## config.mk

```make
export PLATFORM = sky130hd
export DESIGN_NAME = sci_frame_rx
export DESIGN_NICKNAME = d
export VERILOG_FILES = /design/src/rtl/sci_frame_rx_pkg.sv /design/src/rtl/sci_byte_sync.sv /design/src/rtl/sci_frame_rx.sv
export SDC_FILE = /design/constraint.sdc
export NUM_CORES = 1
export LEC_CHECK = 0
export ABC_CLOCK_PERIOD_IN_PS = 5700
export CORE_UTILIZATION = 50
export CTS_CLUSTER_DIAMETER = 150
export DETAILED_ROUTE_END_ITERATION = 12
export GPL_TIMING_DRIVEN = 0
export PLACE_DENSITY_LB_ADDON = 0.2
export SLEW_MARGIN = 25
export SYNTH_ARGS = -nofsm -noshare
export SYNTH_HDL_FRONTEND = slang
export SYNTH_SLANG_ARGS = --single-unit
```

## constraint.sdc

```tcl
create_clock -name clk -period 5.7 [get_ports clk]
set_clock_uncertainty 0.05 [all_clocks]
set_input_delay 1.14 -clock clk [delete_from_list [all_inputs] [get_ports clk]]
set_output_delay 1.14 -clock clk [all_outputs]
set_load 0.01 [all_outputs]
```

## src/rtl/sci_frame_rx_pkg.sv

```systemverilog
// Shared constants for the SCI frame receiver: NN input sizing, start byte,
// error codes and parser state encodings.
package sci_frame_rx_pkg;

  localparam int I_NUM = 64;
  localparam int D_LEN = 8;

  function automatic int bytes_of(input int nbits);
    return (nbits + 7) / 8;
  endfunction

  localparam int I_BYTES = bytes_of(I_NUM);

  localparam logic [7:0] SOF_BYTE = 8'hAA;

  localparam logic [2:0] ERR_NONE    = 3'd0;
  localparam logic [2:0] ERR_BAD_LEN = 3'd1;
  localparam logic [2:0] ERR_CSUM    = 3'd2;
  localparam logic [2:0] ERR_TIMEOUT = 3'd3;
  localparam logic [2:0] ERR_LINE    = 3'd4;
  localparam logic [2:0] ERR_BUSY    = 3'd5;

  localparam logic [1:0] ST_IDLE = 2'd0;
  localparam logic [1:0] ST_LEN  = 2'd1;
  localparam logic [1:0] ST_PAY  = 2'd2;
  localparam logic [1:0] ST_CSUM = 2'd3;

endpackage

```

## src/rtl/sci_byte_sync.sv

```systemverilog
// Two-flop synchronizer for an asynchronous level followed by a registered
// rising-edge detector producing a single-cycle strobe.
module sci_byte_sync (
  input  logic clk,
  input  logic rst_n,
  input  logic sig_i,
  output logic stb_o
);

  logic [2:0] sh_q;
  logic       stb_q;

  // Synchronizer chain; sh_q[2] is the delayed copy used for edge detection.
  always_ff @(posedge clk) begin
    if (!rst_n) begin
      sh_q  <= 3'b000;
      stb_q <= 1'b0;
    end else begin
      sh_q  <= {sh_q[1:0], sig_i};
      stb_q <= sh_q[1] & ~sh_q[2];
    end
  end

  assign stb_o = stb_q;

endmodule

```

## src/rtl/sci_frame_rx.sv

```systemverilog
// Frame parser between the UART receiver and the NN core input register:
// SOF / LEN / payload / CSUM with inter-byte timeout and error reporting.
module sci_frame_rx
  import sci_frame_rx_pkg::*;
#(
  parameter int         I_NUM       = sci_frame_rx_pkg::I_NUM,
  parameter int         TIMEOUT_CYC = 100000,
  parameter logic [7:0] SOF         = SOF_BYTE
) (
  input  logic             clk,
  input  logic             rst_n,
  input  logic [7:0]       rx_data,
  input  logic             rx_ready,
  input  logic             rx_error,
  input  logic             nn_finish,
  output logic [I_NUM-1:0] a_in,
  output logic             nn_start,
  output logic             busy,
  output logic             frame_err,
  output logic [2:0]       err_code,
  output logic [7:0]       err_cnt
);

  localparam int             NBYTES   = bytes_of(I_NUM);
  localparam int             TW       = $clog2(TIMEOUT_CYC + 1);
  localparam logic [TW-1:0]  TMO_LAST = TW'(TIMEOUT_CYC - 1);
  localparam logic [7:0]     LEN_OK   = 8'(NBYTES);
  localparam logic [7:0]     IDX_LAST = 8'(NBYTES - 1);

  logic byte_stb;
  logic err_stb;

  sci_byte_sync u_sync_ready (.clk(clk), .rst_n(rst_n), .sig_i(rx_ready), .stb_o(byte_stb));
  sci_byte_sync u_sync_error (.clk(clk), .rst_n(rst_n), .sig_i(rx_error), .stb_o(err_stb));

  logic [1:0]          state_q, state_d;
  logic [7:0]          idx_q, idx_d;
  logic [7:0]          sum_q, sum_d;
  logic [TW-1:0]       tmo_q, tmo_d;
  logic [NBYTES*8-1:0] shadow_q, shadow_d;
  logic [I_NUM-1:0]    a_in_q, a_in_d;
  logic                nn_start_q, nn_start_d;
  logic                busy_q, busy_d;
  logic                frame_err_q, frame_err_d;
  logic [2:0]          err_code_q, err_code_d;
  logic [7:0]          err_cnt_q, err_cnt_d;
  logic                raise;
  logic [2:0]          code;
  logic                busy_eff;

  // Parser next state; nn_finish is folded into busy before the CSUM decision.
  always_comb begin
    state_d    = state_q;
    idx_d      = idx_q;
    sum_d      = sum_q;
    shadow_d   = shadow_q;
    a_in_d     = a_in_q;
    nn_start_d = 1'b0;
    raise      = 1'b0;
    code       = ERR_NONE;
    busy_eff   = busy_q & ~nn_finish;
    busy_d     = busy_eff;
    if (state_q == ST_IDLE) begin
      tmo_d = '0;
    end else begin
      tmo_d = tmo_q + TW'(1);
    end

    if (err_stb) begin
      raise   = 1'b1;
      code    = ERR_LINE;
      state_d = ST_IDLE;
    end else if ((state_q != ST_IDLE) && (tmo_q == TMO_LAST)) begin
      raise   = 1'b1;
      code    = ERR_TIMEOUT;
      state_d = ST_IDLE;
    end else if (byte_stb) begin
      tmo_d = '0;
      case (state_q)
        ST_IDLE: begin
          if (rx_data == SOF) begin
            state_d = ST_LEN;
          end else begin
            state_d = ST_IDLE;
          end
        end
        ST_LEN: begin
          if (rx_data == LEN_OK) begin
            shadow_d = '0;
            idx_d    = 8'd0;
            sum_d    = rx_data;
            state_d  = ST_PAY;
          end else begin
            raise   = 1'b1;
            code    = ERR_BAD_LEN;
            state_d = ST_IDLE;
          end
        end
        ST_PAY: begin
          shadow_d[{idx_q, 3'b000} +: 8] = rx_data;
          sum_d = sum_q + rx_data;
          idx_d = idx_q + 8'd1;
          if (idx_q == IDX_LAST) begin
            state_d = ST_CSUM;
          end else begin
            state_d = ST_PAY;
          end
        end
        ST_CSUM: begin
          if ((sum_q + rx_data) != 8'd0) begin
            raise = 1'b1;
            code  = ERR_CSUM;
          end else if (busy_eff) begin
            raise = 1'b1;
            code  = ERR_BUSY;
          end else begin
            a_in_d     = shadow_q[I_NUM-1:0];
            nn_start_d = 1'b1;
            busy_d     = 1'b1;
          end
          state_d = ST_IDLE;
        end
        default: state_d = ST_IDLE;
      endcase
    end else begin
      state_d = state_q;
    end

    frame_err_d = raise;
    if (raise) begin
      err_code_d = code;
      err_cnt_d  = (err_cnt_q == 8'hFF) ? err_cnt_q : err_cnt_q + 8'd1;
    end else begin
      err_code_d = err_code_q;
      err_cnt_d  = err_cnt_q;
    end
  end

  // State and output registers.
  always_ff @(posedge clk) begin
    if (!rst_n) begin
      state_q     <= ST_IDLE;
      idx_q       <= 8'd0;
      sum_q       <= 8'd0;
      tmo_q       <= '0;
      shadow_q    <= '0;
      a_in_q      <= '0;
      nn_start_q  <= 1'b0;
      busy_q      <= 1'b0;
      frame_err_q <= 1'b0;
      err_code_q  <= ERR_NONE;
      err_cnt_q   <= 8'd0;
    end else begin
      state_q     <= state_d;
      idx_q       <= idx_d;
      sum_q       <= sum_d;
      tmo_q       <= tmo_d;
      shadow_q    <= shadow_d;
      a_in_q      <= a_in_d;
      nn_start_q  <= nn_start_d;
      busy_q      <= busy_d;
      frame_err_q <= frame_err_d;
      err_code_q  <= err_code_d;
      err_cnt_q   <= err_cnt_d;
    end
  end

  assign a_in      = a_in_q;
  assign nn_start  = nn_start_q;
  assign busy      = busy_q;
  assign frame_err = frame_err_q;
  assign err_code  = err_code_q;
  assign err_cnt   = err_cnt_q;

endmodule
```

==> results.json, run 1 <==
{
  "final_nets": 959,
  "hp-class": "reg2reg",
  "gr-max-usage-layer": "met2",
  "hold_viol_final": 0,
  "final_area_sq_um": 9110,
  "power_leakage_nw": 3.09,
  "worstSkewPairLatency_ns": 0.44,
  "dp_slack_ns": 0.762,
  "vias": 6223,
  "yosysWarnings": 0,
  "min_from": "u_sync_error.sh_q[2]$_SDFF_PN0_",
  "drt_pre_antenna_iters": 5,
  "path_max_fanout": 10,
  "n_antenna_cell": 0,
  "core_area_sq_um": 14500,
  "relSlewSlack": 0.515,
  "start_util": 0.511,
  "worstSetupStartpointType": "input pin",
  "fin_crit_ns": 4.54,
  "synthesis.area_sq_um": 7400,
  "required_ns": 5.95,
  "cts-root-buf": "clkbuf_16",
  "fin_util": 0.629,
  "tightestPinTransition_ns": 0.722,
  "timing.fmax_mhz": 220,
  "ys_seq_area_frac": 0.501,
  "crit_type": "in2reg",
  "synth_cells": 826,
  "cts-htree-levels": 4,
  "clockBufferDepth": 2,
  "avgSynthCellArea_sq_um": 8.95,
  "syn-num-nets": 851,
  "numCtsBuffers": 17,
  "outcome": "finished, final reports clean",
  "reg2reg_from": "sum_q[0]$_SDFFE_PN0P_",
  "gp_congestion": 0.838,
  "grt_max_degree": 17,
  "cap_violations": 0,
  "ctsHoldBuffers": 0,
  "clk_pin_slew_worst_paths_ns": 0.07,
  "grt.total_usage": 0.235,
  "grt_antenna_before_repair": 0,
  "ios": 91,
  "clock-sinks": 185,
  "first_global_vias": 5548,
  "dpl.hpwl_um": 11900,
  "cts_resized": 0,
  "die-width_um": 124,
  "setup_slack_ns": 1.16,
  "drt_iter0_drc": 474,
  "dieArea_sq_um": 15300,
  "routedWlPerCell_um": 15.2,
  "cts_tree": "done",
  "post-route-period-util": 0.796,
  "wirelength_um": 17200,
  "grt_pass1_wl_um": 27500,
  "setup-tns-final_ns": 0,
  "synth_edf_count": 0,
  "layout_commonest_cell": "dfxtp_1",
  "ys_seq_elements": 185,
  "ant_nets": 0,
  "placement_rows": 44,
  "drive_above_1_share": 0.0560,
  "worstSetupStartpoint": "rx_data[0]",
  "vias_per_cell": 5.50,
  "grt.overflow.total": 0,
  "grtUsageMet2": 0.369,
  "rsz0062_at_grt": "no",
  "peakVddDrop_mv": 0.185,
  "syn_to_final_growth_pct": 23.2,
  "critPathCaptureType": "flop",
  "setup_viol": 0,
  "post-cts-setup-buffers": 0,
  "die_h_um": 124,
  "yosys_most_used_dff": "dfxtp_1",
  "port_buffers": 89,
  "met1_usage": 0.311,
  "postPlaceCellArea_sq_um": 8520,
  "most-common-layout-cells": "185 x dfxtp_1, 183 x nand2_1, 89 x clkdlybuf4s50_1, 77 x a21oi_1, 57 x nor2_1",
  "async_reset_ff_frac": 0,
  "ys_types": 64,
  "reg2reg_slack_ns": 2.18,
  "use_met3": 0.0504,
  "drc": 0,
  "drv_slew": 0,
  "critPathArrivalTime_ns": 4.78,
  "powerDensity_nw_per_um2": 280
}
report_power, final:
group,internal (mW),switching [mW],total (mW)
clock,0.677,0.514,1.19
combinational,0.0210,0.0423,0.0633
sequential,1.29,0.00142,1.30
total,1.99,0.557,2.55
per-layer routing:
metal,vias to the layer above,share of wire
met3,26,0.043
li1,3130,-
met1,2905,0.47
met5,-,0
met2,162,0.46
met4,0,0.020
Yosys cell counts, types with 3 or more instances:
| library cell | n | share of area |
|---|---|---|
| nand2b_1 | 12 | 0.010 |
| and4_1 | 4 | 0.0047 |
| or2_2 | 3 | 0.0025 |
| o2bb2ai_1 | 56 | 0.066 |
| nor3b_1 | 6 | 0.0061 |
| nor2b_1 | 12 | 0.010 |
| and3_1 | 7 | 0.0059 |
| nand4_1 | 9 | 0.0076 |
| inv_1 | 9 | 0.0046 |
| a211oi_1 | 3 | 0.0030 |
| nand2_1 | 183 | 0.093 |
| xor2_1 | 13 | 0.015 |
| nand3_1 | 22 | 0.015 |
| ha_1 | 11 | 0.019 |
| o21ai_1 | 8 | 0.0054 |
| buf_2 | 9 | 0.0061 |
| xnor2_1 | 12 | 0.014 |
| and2_1 | 11 | 0.0093 |
| mux2i_1 | 8 | 0.011 |
| a21oi_1 | 77 | 0.052 |
| o21ai_0 | 4 | 0.0027 |
| nor2_1 | 57 | 0.029 |
| dfxtp_1 | 185 | 0.50 |
| a311oi_1 | 5 | 0.0059 |
| a32o_1 | 8 | 0.011 |
| a21o_1 | 8 | 0.0081 |
| clkbuf_1 | 31 | 0.016 |
| nor3_1 | 7 | 0.0047 |
layout make-up:
class                           instances  area, sq um
Multi-Input combinational cell        589         3480
Buffer                                 42          176
Inverter                               10         37.5
Timing Repair Buffer                   89          891
Fill cell                            1253         5370
Clock inverter                         12          140
Clock buffer                           20          457
Tap cell                              184          230
Sequential cell                       185         3700
flip-flops by register name, summed over array words and instances (netlist names), named ones only:
signal	flops
u_sync_error.sh_q	3
idx_q	8
a_in	64
err_code	3
u_sync_ready.sh_q	3
tmo_q	17
err_cnt	8
nn_start	1
u_sync_error.stb_o	1
busy	1
shadow_q	64
sum_q	8
frame_err	1
u_sync_ready.stb_o	1
state_q	1
final timing paths:
| path | to | cells past startpoint |
|---|---|---|
| max | a_in[0]$_SDFFE_PN0P_ | 11 |
| min | u_sync_error.stb_o$_SDFF_PN0_ | 1 |
| max reg2reg | a_in[0]$_SDFFE_PN0P_ | 10 |
| min reg2reg | u_sync_error.stb_o$_SDFF_PN0_ | 1 |
critical path, stage by stage:
cell and delay, ns:
clkdlybuf4s50_1 0.54, ha_1 0.30, fa_1 0.42, a211o_1 0.33, nand4_1 0.15, o311ai_4 0.13, nor4_2 0.55, nand3_1 0.62
clkbuf_1 0.40, nand2_1 0.13, a21oi_1 0.07
kinds of logic after synthesis:
| kind of cell | Yosys count | synth area share |
|---|---|---|
| simple gates | 346 | 0.213 |
| compound gates | 197 | 0.192 |
| flops | 185 | 0.501 |
| buf+inv | 52 | 0.0289 |
| xor+xnor | 26 | 0.0328 |
| fa+ha+maj | 12 | 0.0213 |
| mux | 8 | 0.0108 |
stage by stage:
stage	hold slack [ns]	power [mW]	instances
floorplan	0.317	1.36	826
global placement	0.321	1.39	1099
detailed placement	0.328	1.39	1099
CTS	0.342	2.57	1131
global route	0.350	2.63	1131
finish	0.343	2.55	1131
No activity file was read; power rests on OpenSTA's default activity.
==> inputs of run 2 (changes only) <==
ABC_CLOCK_PERIOD_IN_PS = 4250   (was 5700)
clock period = 4.25 ns   (was 5.7 ns; I/O delays follow)
==> results.json, run 2 (synthesized netlist as in run 1, its figures left out) <==
{
  "cts_tree": "done",
  "rsz0062_at_grt": "no",
  "clk_pin_slew_worst_paths_ns": 0.07,
  "fin_util": 0.630,
  "finalNonFillerCells": 1131,
  "relSlewSlack": 0.507,
  "required_ns": 4.50,
  "grt_max_degree": 17,
  "ctsHoldBuffers": 0,
  "most-common-layout-cells": "185 x dfxtp_1, 183 x nand2_1, 89 x clkdlybuf4s50_1, 77 x a21oi_1, 57 x nor2_1",
  "clock-sinks": 185,
  "path_max_fanout": 10,
  "critPathArrivalTime_ns": 4.29,
  "port_buffers": 89,
  "routedWlPerCell_um": 15.2,
  "crit_type": "in2reg",
  "drive_above_1_share": 0.0570,
  "dpl.hpwl_um": 11900,
  "setup-tns-final_ns": 0,
  "n_antenna_cell": 0,
  "cts-htree-levels": 4,
  "drt_pre_antenna_iters": 5,
  "numCtsBuffers": 17,
  "drt-met1-wl_um": 8100,
  "cap_violations": 0,
  "post-route-period-util": 0.951,
  "worstSetupStartpointType": "input pin",
  "cts_resized": 0,
  "power_leakage_nw": 3.09,
  "dieArea_sq_um": 15300,
  "fin_crit_ns": 4.04,
  "grt_antenna_before_repair": 0,
  "start_util": 0.511,
  "peakVddDrop_mv": 0.248,
  "route.met3.wl_um": 743,
  "ant_nets": 0,
  "powerDensity_nw_per_um2": 375,
  "outcome": "finished, final reports clean",
  "vias": 6202,
  "clockBufferDepth": 2,
  "fillers": 1254,
  "placement_rows": 44,
  "core_area_sq_um": 14500,
  "grt.overflow.total": 0,
  "drt_iter0_drc": 437,
  "tightestPinTransition_ns": 0.735,
  "drc": 0,
  "top_layer_used": "met4",
  "cts-root-buf": "clkbuf_16",
  "die-width_um": 124,
  "hp-class": "reg2reg",
  "setup_viol": 0,
  "power_mw": 3.42,
  "ios": 91,
  "timing.fmax_mhz": 247,
  "critPathCaptureType": "flop",
  "syn_to_final_growth_pct": 23.3,
  "post-cts-setup-buffers": 0,
  "grt_pass1_wl_um": 27500,
  "die_h_um": 124,
  "hold_viol_final": 0,
  "final_nets": 959,
  "first_global_vias": 5548,
  "drv_slew": 0,
  "dp.cells": 1099,
  "gp_congestion": 0.838,
  "layout_commonest_cell": "dfxtp_1",
  "wl_met2_um": 7990,
  "vias_per_cell": 5.48,
  "wirelength_um": 17200,
  "grt.total_usage": 0.235,
  "worstSkewPairLatency_ns": 0.44
}
[run 2: cell count changes in the layout (fill, tap and decap cells not counted)]
cell     delta
nand3_1     -1
nand3_2     +1
[run 2: through the flow]
step | hold slack, ns | area (sq um) | worst slack, ns
after CTS | 0.342 | 9110 | 0.0334
after global placement | 0.321 | 8520 | -0.317
after detailed placement | 0.328 | 8520 | -0.398
final | 0.343 | 9120 | 0.208
after floorplan | 0.317 | 7400 | 0.836
after global routing | 0.350 | 9120 | 0.00810
[run 2: worst paths after layout]
| path | to | startpoint | slack (ns) | cells after the start |
|---|---|---|---|---|
| worst max register to register | shadow_q[4]$_SDFFE_PN0P_ | idx_q[0]$_SDFFE_PN0P_ | 0.89 | 11 |
| worst min-delay path | u_sync_error.stb_o$_SDFF_PN0_ | u_sync_error.sh_q[2]$_SDFF_PN0_ | 0.34 | 1 |
| worst max-delay path | a_in[0]$_SDFFE_PN0P_ | rx_data[0] | 0.21 | 11 |
| worst min register to register | u_sync_error.stb_o$_SDFF_PN0_ | u_sync_error.sh_q[2]$_SDFF_PN0_ | 0.34 | 1 |
[run 2: area by class of cell]
| type | instances | area, sq um | share of cell area |
|---|---|---|---|
| flip-flops and latches | 185 | 3700 | 0.406 |
| multi-input cells | 589 | 3480 | 0.382 |
| repair buffers | 89 | 891 | 0.0977 |
| clock buffers | 20 | 457 | 0.0501 |
| well taps | 184 | 230 | 0.0252 |
| plain buffers | 42 | 176 | 0.0193 |
| clock inverters | 12 | 140 | 0.0154 |
| inverters | 10 | 37.5 | 0.00412 |
[run 2: critical path, cell delays in order]
cell and delay, ns:
clkdlybuf4s50_1 0.54, ha_1 0.30, fa_1 0.42, a211o_1 0.32
nand4_1 0.15, o311ai_4 0.13, nor4_2 0.57, nand3_2 0.44
clkbuf_1 0.35, nand2_1 0.13, a21oi_1 0.07
[run 2: power by group]
part / leakage (nW) / internal (mW) / switching [mW] / total (mW)
registers: 1.49 / 1.74 / 0.00191 / 1.74
clock network: 0.295 / 0.907 / 0.687 / 1.59
logic: 1.31 / 0.0282 / 0.0570 / 0.0852
[run 2: routing by layer]
layer	vias up	global-route usage
met4	0	0.103
met1	2900	0.311
li1	3127	-
met5	-	0
met2	147	0.369
met3	28	0.0504
==> patch, RTL diff (settings of run 2) <==
The output `frame_err` loses its register stage (`frame_err_q` becomes a continuous assignment).
--- a/src/rtl/sci_frame_rx.sv
+++ b/src/rtl/sci_frame_rx.sv
@@ -148,5 +148,4 @@
       nn_start_q  <= 1'b0;
       busy_q      <= 1'b0;
-      frame_err_q <= 1'b0;
       err_code_q  <= ERR_NONE;
       err_cnt_q   <= 8'd0;
@@ -160,9 +159,10 @@
       nn_start_q  <= nn_start_d;
       busy_q      <= busy_d;
-      frame_err_q <= frame_err_d;
       err_code_q  <= err_code_d;
       err_cnt_q   <= err_cnt_d;
     end
   end
+
+  assign frame_err_q = frame_err_d;
 
   assign a_in      = a_in_q;
Formal check against the unedited RTL: not equivalent (a bounded check fails within 4 cycles, from zero or initial values and one cycle with rst_n low).
==> patch against run 2 <==
Utilization grew 0.13 points. Design area rose by 4.8%. Wire length grew 7.4%. Area after synthesis up 4.9%. Worst setup slack lost 150 ps. Power down 0.98%. Register-to-register slack got worse by 70 ps. First-iteration DRC count is 8.5% higher. Count of clock-buffer cells in the layout decreased by 1. Highest routed layer unchanged. Sequential cell count is 1 lower. Clock power shrank 3%. Sequential share of layout area shrank 2.1 points. Non-clock buffer count rose by 9.
==> patch: results <==
<?xml version="1.0" encoding="UTF-8"?>
<metrics>
  <group name="grt">
    <metric name="grt_first_pass_wirelength" unit="microns">30100</metric>
    <metric name="grtUsageTotal" unit="">0.238</metric>
    <metric name="grt_max_degree" unit="">18</metric>
    <metric name="grt_pass1_vias" unit="">6000</metric>
  </group>
  <group name="power_and_ir_drop">
    <metric name="peakVddDrop" unit="uV">273</metric>
    <metric name="leakage" unit="nW">3.17</metric>
  </group>
  <group name="cells_and_area">
    <metric name="finalNonFillerCells" unit="">1167</metric>
    <metric name="num_antenna_cells" unit="">0</metric>
    <metric name="postLayoutCoreUtil" unit="">0.631</metric>
    <metric name="design.final.nets" unit="">991</metric>
    <metric name="fillerInstances" unit="">1270</metric>
    <metric name="final_layout_size_suffix_gt1_frac" unit="">0.157</metric>
  </group>
  <group name="route">
    <metric name="vias" unit="">6432</metric>
    <metric name="firstDrtPassIters" unit="">5</metric>
    <metric name="totalWireLength" unit="microns">18400</metric>
  </group>
  <group name="timing">
    <metric name="tightestPinTransition" unit="ps">982</metric>
  </group>
  <group name="clock_network">
    <metric name="count_of_h_tree_levels_built_during_cts" unit="">4</metric>
    <metric name="cts_inserted_buffers" unit="">17</metric>
  </group>
  <group name="logic_synthesis">
    <metric name="synth.area.top_cells" unit="">sky130_fd_sc_hd__dfxtp_1 47%, sky130_fd_sc_hd__nand2_1 8.4%, sky130_fd_sc_hd__a21oi_2 6.9%, sky130_fd_sc_hd__o2bb2ai_1 3.6%, sky130_fd_sc_hd__nor2_1 3.5%</metric>
    <metric name="syn_nets" unit="">879</metric>
    <metric name="post_synth.cell_area_avg" unit="sq um">9.08</metric>
    <metric name="synth_top_cells_by_count" unit="">184 x sky130_fd_sc_hd__dfxtp_1, 174 x sky130_fd_sc_hd__nand2_1, 73 x sky130_fd_sc_hd__nor2_1, 61 x sky130_fd_sc_hd__a21oi_2, 32 x sky130_fd_sc_hd__o2bb2ai_1</metric>
    <metric name="yosysSeqAreaShare" unit="">0.475</metric>
    <metric name="synth.distinct_cells" unit="">67</metric>
  </group>
  <group name="place">
    <metric name="gp_congestion" unit="">0.889</metric>
    <metric name="dp_hpwl" unit="microns">12700</metric>
    <metric name="numPlacedInstances" unit="">1131</metric>
    <metric name="postPlaceCellArea" unit="sq mm">0.00888</metric>
  </group>
  <group name="worst_setup_path">
    <metric name="critical_path.reg2reg.startpoint" unit="">sum_q[0]</metric>
    <metric name="timing.reg2reg.worst_path_depth" unit="">12</metric>
    <metric name="arrival" unit="ps">3290</metric>
    <metric name="critical_path.max_fanout" unit="">7</metric>
  </group>
  <group name="run_status">
    <metric name="outcome" unit="">finished, final reports clean</metric>
  </group>
  <group name="hold_path">
    <metric name="min-delay-start" unit="">u_sync_error.sh_q[2]</metric>
  </group>
</metrics>
patch: cell types whose count changed after synthesis, sizes merged, moves of 5 or more:
| cell | delta |
|---|---|
| o2bb2ai | -24 |
| o21ai | +19 |
| nor2 | +16 |
| a22o | +15 |
| a32o | -8 |
| a22oi | +7 |
| buf | +6 |
| xnor2 | -6 |
| nor2b | -5 |
| or3 | +5 |
| xor2 | +5 |
patch: path summary, 6_finish.rpt:
| kind | to | slack [ps] |
|---|---|---|
| setup / recovery | frame_err | 60 |
| hold / removal | u_sync_error.stb_o | 330 |
| setup reg to reg | a_in[8] | 820 |
| hold reg to reg | u_sync_error.stb_o | 330 |
patch: critical path, stage by stage:
cell and delay [ps]:
sky130_fd_sc_hd__buf_2 200, sky130_fd_sc_hd__ha_4 220, sky130_fd_sc_hd__fa_2 350, sky130_fd_sc_hd__a211o_1 350, sky130_fd_sc_hd__a21oi_2 170, sky130_fd_sc_hd__o221ai_2 140
sky130_fd_sc_hd__a2111oi_4 390, sky130_fd_sc_hd__a31oi_2 150, sky130_fd_sc_hd__nand2b_4 180, sky130_fd_sc_hd__dlygate4sd2_1 290
patch: cell families after synthesis:
kind of cell,synth area share
adder cells (fa/ha/maj),0.0203
multiplexers,0.00920
XOR/XNOR,0.0271
buffers and inverters,0.0400
flip-flops,0.475
AO/OA/AOI/OAI,0.216
AND/OR/NAND/NOR,0.213
patch: routing by layer:
layer	up-vias	global-route usage	wire length [microns]
li1	3222	-	-
met1	2999	0.303	8200
met2	171	0.395	8800
met3	40	0.0493	999
met4	0	0.0971	454
met5	-	0	0
patch: layout make-up:
cell class / instances / share of cell area
sequential: 184 / 0.385
clock inverter: 13 / 0.0141
inverter: 12 / 0.00471
tap: 188 / 0.0246
buffer: 47 / 0.0277
multi-input combinational: 611 / 0.401
timing repair buffer: 93 / 0.0958
clock buffer: 19 / 0.0463
patch: power by group:
group,total (mW),switching (mW),internal [mW]
Clock,1.55,0.707,0.841
Combinational,0.106,0.0758,0.0303
Sequential,1.73,0.00283,1.73
patch: stage by stage:
step	TNS [ps]	setup WS, ps	power, mW
6_report	0	59.7	3.38
5_1_grt	-29.5	-29.5	3.49
4_1_cts	0	40.0	3.41
3_5_place_dp	-39800	-1050	1.87
3_3_place_gp	-39780	-1040	1.87
2_1_floorplan	0	479	1.83
patch: what timing repair did:
| item | in CTS | in global routing |
|---|---|---|
| gates resized for setup | 31 | 7 |
| setup buffers | 3 | 1 |
| hold buffers | 0 | 0 |
| pin swaps | 3 | 3 |
| setup endpoints to repair | 61 | 1 |
